<file path="src/rtl/instruction_fetch.sv">
// Fetch stage: PC register, word address to instruction_memory, IF/ID register.
// Latency 1 cycle PC->out_valid; redirect squashes and costs a 1-cycle bubble; stalls hold while out_ready=0.
// Optional FETCH_MISALIGN_FAULT_EN adds a sticky misaligned-redirect fault that halts fetch.
module instruction_fetch #(
  parameter int                  WORDSIZE         = 64,
  parameter int                  INSTRUCTION_SIZE = 32,
  parameter logic [WORDSIZE-1:0] RESET_PC         = '0
) (
  input  logic                        clk,
  input  logic                        rst_n,
  output logic [WORDSIZE-1:0]         imem_addr,
  input  logic [INSTRUCTION_SIZE-1:0] imem_instruction,
  input  logic                        redirect_valid,
  input  logic [WORDSIZE-1:0]         redirect_pc,
  output logic                        out_valid,
  input  logic                        out_ready,
  output logic [INSTRUCTION_SIZE-1:0] out_instruction,
  output logic [WORDSIZE-1:0]         out_pc
`ifdef FETCH_MISALIGN_FAULT_EN
  ,
  output logic                        fault
`endif
);

  logic [WORDSIZE-1:0] pc;
  logic                load;
  logic                halted;
  logic                misaligned;
  logic [WORDSIZE-1:0] target_pc;

  assign imem_addr = {2'b00, pc[WORDSIZE-1:2]};
  assign load      = !out_valid || out_ready;

`ifdef FETCH_MISALIGN_FAULT_EN
  assign target_pc  = redirect_pc;
  assign misaligned = redirect_valid && (redirect_pc[1:0] != 2'b00);
  assign halted     = fault;

  always_ff @(posedge clk or negedge rst_n) begin
    if (!rst_n) begin
      fault <= 1'b0;
    end else if (misaligned) begin
      fault <= 1'b1;
    end
  end
`else
  // Low address bits are dropped so the PC can never become misaligned.
  assign target_pc  = redirect_pc & ~WORDSIZE'(3);
  assign misaligned = 1'b0;
  assign halted     = 1'b0;
`endif

  always_ff @(posedge clk or negedge rst_n) begin
    if (!rst_n) begin
      pc              <= RESET_PC;
      out_valid       <= 1'b0;
      out_instruction <= '0;
      out_pc          <= '0;
    end else if (halted) begin
      // A faulted stage stays frozen until reset, ignoring further redirects.
      out_valid <= 1'b0;
    end else if (redirect_valid) begin
      out_valid <= 1'b0;
      if (!misaligned) begin
        pc <= target_pc;
      end
    end else if (load) begin
      out_instruction <= imem_instruction;
      out_pc          <= pc;
      out_valid       <= 1'b1;
      pc              <= pc + WORDSIZE'(4);
    end
  end

endmodule
</file>
<file path="config.mk">
export PLATFORM = sky130hd
export DESIGN_NAME = instruction_fetch
export DESIGN_NICKNAME = d
export VERILOG_FILES = /design/src/rtl/instruction_fetch.sv
export SDC_FILE = /design/constraint.sdc
export NUM_CORES = 1
export LEC_CHECK = 0
export ABC_AREA = 1
export CAP_MARGIN = 20
export CORE_MARGIN = 3
export CORE_UTILIZATION = 43
export CTS_CLUSTER_DIAMETER = 80
export DETAILED_ROUTE_END_ITERATION = 8
export PLACE_DENSITY_LB_ADDON = 0.3
export SYNTH_ARGS = -nofsm -noshare
export SYNTH_HDL_FRONTEND = slang
export SYNTH_SLANG_ARGS = --single-unit
</file>
<file path="constraint.sdc">
create_clock -name clk -period 1.5 [get_ports clk]
set_input_delay 0.15 -clock clk [delete_from_list [all_inputs] [get_ports clk]]
set_output_delay 0.15 -clock clk [all_outputs]
set_load 0.02 [all_outputs]
</file>
==> results.yml, run 1 <==
outcome:
  status: "complete, but fails checks"
  failed_checks: "negative setup slack"
die:
  rows: 49
  dieArea_um2: 20800
  core_um2: 18400
  initial_utilization: 0.447
  die_y_um: 144
  die_x_um: 144
  ioPinCount: 261
routing:
  avgViaCountPerCell: 5.57
  drc: 0
  wl_um: 32300
  first_pass_iters: 6
  wl_per_cell_um: 18.9
  drt_iter0_drc: 1032
  num_vias: 9531
  ant_nets: 0
layout:
  layout.nets: 1569
  final_cells: 1712
  fin_util: 0.732
  drive_above_1_share: 0.282
  area_growth_pct: 63.9
logic_synthesis:
  synthArstFlopShare: 1.00
  synth_seq_area_share: 0.478
  synth-seq-cells: 157
  syn_inst: 1051
  synth.top_cell.area_share: 0.478
  ys_warn_count: 0
  yosys-top-cells-area: "dfrtp_1 48%, nand2_1 15%, nand3_1 5.8%"
  synth_edf_count: 0
  yosysTopAreaCell: "dfrtp_1"
  synth.most_common_cell: "nand2_1"
  synth.cell_area_um2: 8220
  synth.avg_cell_area_um2: 7.82
  netlist_top_cells_count: "328 x nand2_1, 157 x dfrtp_1, 127 x nor2_1, 96 x nand3_1, 77 x inv_1"
  synth_ff_type: "dfrtp_1"
  ys_types: 40
power_and_ir_drop:
  powerDensity_nw_per_um2: 1010
  ir_drop_mv: 0.795
  p_leak_nw: 6.51
setup_path:
  arrival_ns: 2.02
  start_kind: "flop"
  crit_type: "reg -> reg"
  crit_fanout: 4
  end_kind: "flop"
  required_ns: 1.81
clock_network:
  root_buffer: "clkbuf_16"
  clk_latency_ns: 0.43
  htree_levels: 4
  clockBufferDepth: 2
  cts-buffers-inserted: 17
  clk_pin_slew_ns: 0.07
  cts.sinks: 157
  tritoncts: "done"
sta:
  finalClockSkew_ns: 0.0102
  post-route-min-period_ns: 1.71
  max_freq_ghz: 0.585
  rsz0062_at_grt: "yes"
  fin_crit_sh: 1.14
  finalSetupViolCount: 47
  slew_violations: 0
  worst_hold_slack_ns: 0.110
  hold_viol: 0
  worst_slack_ns: -0.208
global_routing:
  antenna_found_initial: 1
  grt_max_degree: 49
  gr-total-overflow: 0
  grt_pass1_wl_um: 46900
  grt_util_all_layers: 0.291
  grt_pass1_vias: 8788
placement:
  io_buffers: 254
  dp_hpwl_um: 22800
  gp_congestion: 0.976
  dpl.cell_count: 1652
worst_hold_path:
  hp-class: "in -> async"
flow_run:
  drv_cap: 0
worst max-delay path, stage by stage (launching register included):
cell and delay [ns]:
dfrtp_2 0.44, ha_4 0.16, inv_2 0.04, nor2_4 0.13, nand2_4 0.12, nor2_4 0.16, nand2_4 0.09, nor2_4 0.21
nand3_2 0.11, nand3_2 0.08, nand3_2 0.05
sequential cells by signal, summed over array words and instances (netlist names):
signal / cells
out_valid: 1
pc: 62
out_pc: 62
out_instruction: 32
cells by family after synthesis:
group           after synthesis  synth area share
fa+ha+maj                     1           0.00152
buf+inv                     130            0.0669
xor+xnor                     11            0.0117
compound gates              108            0.0882
simple gates                643             0.353
flops                       157             0.478
other cells                   1          0.000456
per-stage QoR:
step / setup WS (ns) / instance area, µm² / power, mW / TNS (ns)
floorplan: -0.0514 / 8300 / 6.88 / -0.279
global placement: -0.201 / 12300 / 9.12 / -12.09
detailed placement: -0.230 / 12300 / 9.18 / -15.54
CTS: -0.163 / 13100 / 13.5 / -2.97
global route: -0.283 / 13500 / 14.1 / -8.64
finish: -0.208 / 13500 / 13.6 / -5.13
layout make-up:
type	instances	area, µm²
repair buffers	440	4020
clock inverters	14	178
clock buffers	18	439
multi-input cells	767	4250
flip-flops and latches	157	3960
diodes	2	5.00
fillers	1333	4920
well taps	229	287
inverters	85	329
worst paths after layout:
path / from / endpoint / slack [ns] / cells past startpoint
min in group clk: redirect_valid / out_pc[18] / 0.21 / 4
worst max register to register: pc[2] / pc[44] / -0.21 / 10
worst min-delay path: rst_n / out_pc[28] / 0.11 / 2
worst min register to register: out_instruction[31] / out_instruction[31] / 0.46 / 2
max in group asynchronous: rst_n / out_pc[61] / 0.84 / 3
worst max-delay path: pc[2] / pc[44] / -0.21 / 10
timing repair:
action | in CTS | in global routing
hold buffers | 1 | 0
setup endpoints to repair | 196 | 111
resized for setup | 247 | 123
pin swaps | 21 | 28
hold endpoints to repair | 157 | 0
buffers inserted | 15 | 17
layer usage:
layer  track usage  routed length, µm
met5             0                  0
met3        0.0572               3150
met1         0.389              12800
met2         0.471              15200
met4         0.108               1110
placed cells by master, fill, tap and decap left out, types with 9 or more instances in the layout:
cell               n
nand2_1          307
buf_4            153
dfrtp_1          129
dlygate4sd2_1    113
nor2_1           106
clkdlybuf4s50_1   95
inv_1             69
nand3_1           68
a22oi_1           43
nor2_4            31
nand3_2           28
dfrtp_2           28
o21ai_0           27
nand4_1           27
nand2_2           22
clkdlybuf4s15_1   22
buf_6             20
clkbuf_16         17
nor2_2            15
buf_12            15
inv_2             12
nand2_4           10
nor3_1            10
clkbuf_2          10
o21ai_1            9
clkdlybuf4s15_2    9
power breakdown:
group / leakage, nW / internal [mW] / total (mW) / switching [mW]
Clock: 0.308 / 2.70 / 4.62 / 1.92
Sequential: 1.88 / 4.78 / 5.23 / 0.454
Combinational: 4.32 / 1.58 / 3.74 / 2.16
Note: power is estimated with default switching activity, not from simulation.
==> inputs of run 2 (changes only) <==
- CELL_PAD_IN_SITES_DETAIL_PLACEMENT: unset -> 0
- CELL_PAD_IN_SITES_GLOBAL_PLACEMENT: unset -> 2
- CORE_UTILIZATION: 43 -> 23
- RECOVER_POWER: unset -> 100
==> run 2 against run 1 <==
Compared with the run above:
- the flow still finishes with violations (negative setup slack)
- die area up 83%
- via count down 5.5%
- worst hold slack better by 0.073 ns
- largest power group unchanged
- sequential power about the same
- register-to-register slack better by 0.03 ns
- flip-flop and latch count unchanged
- core utilization down 33 points
- clock-buffer cell count unchanged
==> results.yml, run 2 (synthesized netlist as in run 1, its figures left out) <==
clock_network:
  clockBufferDepth: 2
  root_buffer: "clkbuf_16"
  cts.sinks: 157
  clk_pin_slew_ns: 0.07
  cts-buffers-inserted: 17
  tritoncts: "done"
  htree_levels: 4
  clk_latency_ns: 0.44
setup_path:
  cpMostUsedCell: "nand3_1"
  cp_slowest_cell: "dfrtp_1"
  reg2reg_slack_ns: -0.18
  end_kind: "flop"
  cp_num_buf_inv: 2
  max_stage_delay_ns: 0.41
  crit_type: "reg -> reg"
  start_kind: "flop"
  crit_fanout: 6
  r2r_cells: 7
  timing.rr.end: "pc[53]"
  arrival_ns: 1.99
  required_ns: 1.81
  path_cells: "clkbuf_1 > nand4_1 > nor3_1 > buf_4 > nand3_1 > nand2_1 > nand3_1"
  crit_family: "simple AND/OR/NAND/NOR gates"
  r2r-start: "pc[40]"
die:
  ioPinCount: 261
  rows: 68
  initial_utilization: 0.236
  core_um2: 34900
  dieArea_um2: 38000
  die_x_um: 195
  die_y_um: 195
layout:
  reg_top3: "out_pc x62, pc x62, out_instruction x32"
  layout.nets: 1632
  final_cell_mix: "308 x nand2_1, 207 x buf_4, 132 x dfrtp_1"
  area_growth_pct: 70.9
  final_common_cell: "nand2_1"
  final_cells: 1999
  fill_cells: 3650
  antenna_cells: 0
  drive_above_1_share: 0.305
sta:
  worstMarginPinSlew_ns: 1.20
  slew_headroom: 0.203
  finalClockSkew_ns: 0.0144
  max_freq_ghz: 0.595
  slew_violations: 0
  rsz0062_at_grt: "yes"
  finalSetupViolCount: 87
  hold_viol: 0
  fin_crit_sh: 1.12
  post-route-min-period_ns: 1.68
  worst_slack_ns: -0.180
worst_hold_path:
  hold_end: "out_valid"
  hold_start: "redirect_valid"
  hold_depth: 2
  hp-class: "in -> reg"
power_and_ir_drop:
  power_mw: 13.6
  ir_drop_mv: 0.675
  p_leak_nw: 6.69
  powerDensity_nw_per_um2: 970
routing:
  ant_nets: 0
  num_vias: 9005
  wl_um: 36600
  wl_per_cell_um: 18.3
  drt_iter0_drc: 508
  first_pass_iters: 5
  avgViaCountPerCell: 4.50
  drc: 0
placement:
  dp_hpwl_um: 27800
  gp_congestion: 0.824
  dpl.cell_count: 1931
  io_buffers: 254
flow_run:
  drv_cap: 0
global_routing:
  grt_util_all_layers: 0.186
  grt_pass1_vias: 9075
  gr-total-overflow: 0
  grt_pass1_wl_um: 54900
  grt_max_degree: 49
  antenna_found_initial: 1
outcome:
  status: "complete, but fails checks"
  failed_checks: "negative setup slack"
-- run 2: routing by layer --
metal | routed length [µm] | vias up | GRT usage | share of wire
met3 | 1800 | 42 | 0.0333 | 0.049
met4 | 561 | 2 | 0.0354 | 0.015
li1 | - | 4404 | - | -
met5 | 10 | - | 0 | 0.00027
met2 | 16400 | 254 | 0.292 | 0.45
met1 | 17800 | 4303 | 0.271 | 0.49
-- run 2: cell type report --
cell class | instances | area [µm²] | area share
inverter | 85 | 324 | 0.0231
clock inverter | 14 | 150 | 0.0107
timing repair buffer | 503 | 4380 | 0.312
clock buffer | 18 | 429 | 0.0306
tap | 455 | 569 | 0.0406
multi-input combinational | 767 | 4230 | 0.301
sequential | 157 | 3960 | 0.282
-- run 2: per-stage QoR --
step	hold slack (ns)	util	cell area, µm²	setup TNS, ns	setup WS [ns]
finish	0.182	0.402	14000	-4.12	-0.180
global route	0.197	0.402	14000	-19.38	-0.297
CTS	0.176	0.399	13900	-3.43	-0.185
detailed placement	0.111	0.373	13000	-22.52	-0.258
global placement	0.112	0.373	13000	-21.79	-0.232
floorplan	-0.146	-	8300	-0.279	-0.0514
-- run 2: timing repair --
action	in CTS	in global routing
pin swaps	29	35
endpoints found under the setup margin	200	128
buffers inserted	21	15
gates cloned	0	2
resized for setup	327	90
hold buffers	1	0
endpoints found under the hold margin	57	0
-- run 2: worst max-delay path by stage --
stage	from	endpoint	slack, ns	cells past startpoint
3_3_place_gp	out_ready	pc[42]	-0.23	8
5_1_grt	pc[40]	pc[53]	-0.30	7
6_report	pc[40]	pc[53]	-0.18	7
4_1_cts	pc[2]	pc[60]	-0.19	10
3_5_place_dp	out_ready	pc[42]	-0.26	8
2_1_floorplan	pc[2]	pc[44]	-0.05	10
-- run 2: worst reg2reg max path: stages, from the launching register on --
cell	delay, ns
dfrtp_1	0.41
clkbuf_1	0.21
nand4_1	0.23
nor3_1	0.28
buf_4	0.21
nand3_1	0.08
nand2_1	0.07
nand3_1	0.07
-- run 2: power breakdown --
group	switching, mW	internal (mW)
Sequential	0.448	4.77
Combinational	2.23	1.68
Clock	2.12	2.36
Total	4.80	8.82
==> inputs of run 3 (changes only) <==
--- a/constraint.sdc
+++ b/constraint.sdc
@@ -3,2 +3,2 @@
 set_output_delay 0.15 -clock clk [all_outputs]
-set_load 0.02 [all_outputs]
+set_load 0.05 [all_outputs]
==> run 3 against run 2 <==
Compared with the run above:
- critical endpoint is now pc[60]
- die area is the same
- combinational power grew 42%
- worst hold slack gained 0.057 ns
- critical path type unchanged
- design area grew 2.8%
- via count shrank 1.3%
- the flow still finishes with violations (negative setup slack)
- register-to-register slack gained 0.02 ns
- clock-buffer cell count grew 4
- critical path depth grew 3
- sequential share of layout area shrank 0.55 points
- non-clock buffer count shrank 7
==> results.yml, run 3 (synthesized netlist as in run 1, its figures left out) <==
global_routing:
  gr-total-overflow: 0
  grt_max_degree: 43
  antenna_found_initial: 0
  grt_pass1_wl_um: 54300
  grt_util_all_layers: 0.185
  grt_pass1_vias: 8991
sta:
  finalClockSkew_ns: 0.0135
  finalSetupViolCount: 81
  fin_crit_sh: 1.11
  hold_viol: 0
  post-route-min-period_ns: 1.66
  slew_headroom: 0.381
  slew_violations: 0
  worst_slack_ns: -0.160
  rsz0062_at_grt: "yes"
  worstMarginPinSlew_ns: 0.928
  max_freq_ghz: 0.603
  worst_hold_slack_ns: 0.239
routing:
  drt_iter0_drc: 421
  num_vias: 8887
  wl_per_cell_um: 18.2
  drc: 0
  avgViaCountPerCell: 4.46
  first_pass_iters: 5
  wl_um: 36300
  ant_nets: 0
placement:
  dp_hpwl_um: 27500
  io_buffers: 254
  gp_congestion: 0.806
clock_network:
  cts-buffers-inserted: 17
  tritoncts: "done"
  clockBufferDepth: 2
  cts.sinks: 157
  root_buffer: "clkbuf_16"
  htree_levels: 4
  clk_latency_ns: 0.45
  clk_pin_slew_ns: 0.07
setup_path:
  required_ns: 1.83
  crit_type: "reg -> reg"
  crit_fanout: 5
  start_kind: "flop"
  end_kind: "flop"
  arrival_ns: 1.99
die:
  core_um2: 34900
  dieArea_um2: 38000
  ioPinCount: 261
  die_y_um: 195
  die_x_um: 195
  rows: 68
  initial_utilization: 0.236
worst_hold_path:
  hp-class: "in -> reg"
flow_run:
  drv_cap: 0
layout:
  antenna_cells: 0
  reg_top3: "out_pc x62, pc x62, out_instruction x32"
  final_common_cell: "nand2_1"
  final_cell_mix: "306 x nand2_1, 185 x buf_4, 110 x nor2_1"
  drive_above_1_share: 0.400
  fill_cells: 3616
  multi_input_area_um2: 4300
  area_growth_pct: 75.6
  seq_area_um2: 3990
  layout.nets: 1625
power_and_ir_drop:
  power_mw: 15.5
  ir_drop_mv: 0.892
  p_leak_nw: 6.80
  powerDensity_nw_per_um2: 1070
outcome:
  failed_checks: "negative setup slack"
  status: "complete, but fails checks"
==> run 3: changes by cell type in the layout (fill, tap and decap cells not counted), sizes merged <==
| cell | change |
|---|---|
| inv | -4 |
| clkinvlp | -2 |
| clkbuf | +95 |
| clkdlybuf4s15 | -18 |
| clkinv | +1 |
| bufinv | +1 |
| buf | +23 |
| dlygate4sd2 | -103 |
==> run 3: timing repair <==
action                     4_1_cts  5_1_grt
setup endpoints to repair       42       65
gates cloned                     0        2
gates resized for setup         87       54
hold buffers                     1        0
hold endpoints to repair       157        0
setup buffers                   18       19
pin swaps                       37       27
==> run 3: final cells by class <==
class | count | area share
Tap cell | 455 | 0.0395
Sequential cell | 157 | 0.277
Timing Repair Buffer | 496 | 0.321
Inverter | 85 | 0.0226
Clock inverter | 10 | 0.00885
Multi-Input combinational cell | 767 | 0.298
Clock buffer | 22 | 0.0336
==> run 3: routing by layer <==
| layer | track usage | wire length, µm | vias up |
|---|---|---|---|
| li1 | - | - | 4383 |
| met5 | 0 | 0 | - |
| met3 | 0.0376 | 1680 | 22 |
| met2 | 0.291 | 16600 | 213 |
| met1 | 0.265 | 17600 | 4269 |
| met4 | 0.0367 | 462 | 0 |
==> run 3: path summary, 6_finish.rpt <==
| path | from | end | slack (ns) | cells past startpoint |
|---|---|---|---|---|
| setup / recovery | pc[3] | pc[60] | -0.16 | 10 |
| max in group asynchronous | rst_n | pc[43] | 0.21 | 3 |
| min in group asynchronous | rst_n | out_pc[20] | 0.40 | 2 |
| hold reg to reg | out_instruction[17] | out_instruction[17] | 0.47 | 2 |
| setup reg to reg | pc[3] | pc[60] | -0.16 | 10 |
| hold / removal | redirect_valid | out_valid | 0.24 | 2 |
==> run 3: metrics by stage <==
step | util | setup TNS [ns] | instance area, µm² | setup slack, ns | cells
after floorplan | - | -3.71 | 8360 | -0.184 | 1054
after global placement | 0.384 | -15.57 | 13400 | -0.216 | 1923
after detailed placement | 0.384 | -17.68 | 13400 | -0.216 | 1923
after CTS | 0.415 | -3.09 | 14500 | -0.175 | 1973
after global routing | 0.413 | -15.98 | 14400 | -0.264 | 1992
final | 0.413 | -4.15 | 14400 | -0.160 | 1992
==> run 3: power by group <==
part	leakage, nW	switching, mW	total, mW	internal (mW)
Sequential	1.86	0.478	5.27	4.79
Combinational	4.65	3.56	5.58	2.02
Clock	0.300	1.96	4.62	2.66
Total	6.80	6.00	15.5	9.47
==> run 3: worst max-delay path, stage by stage, from the launching register on <==
cell and delay (ns):
dfrtp_2 0.44, ha_4 0.16, inv_2 0.04, nor2_4 0.13, nand2_4 0.11, nor2_4 0.16, inv_2 0.06, nor2_4 0.20
nand4_1 0.12, nand3_1 0.08, nand2_1 0.04
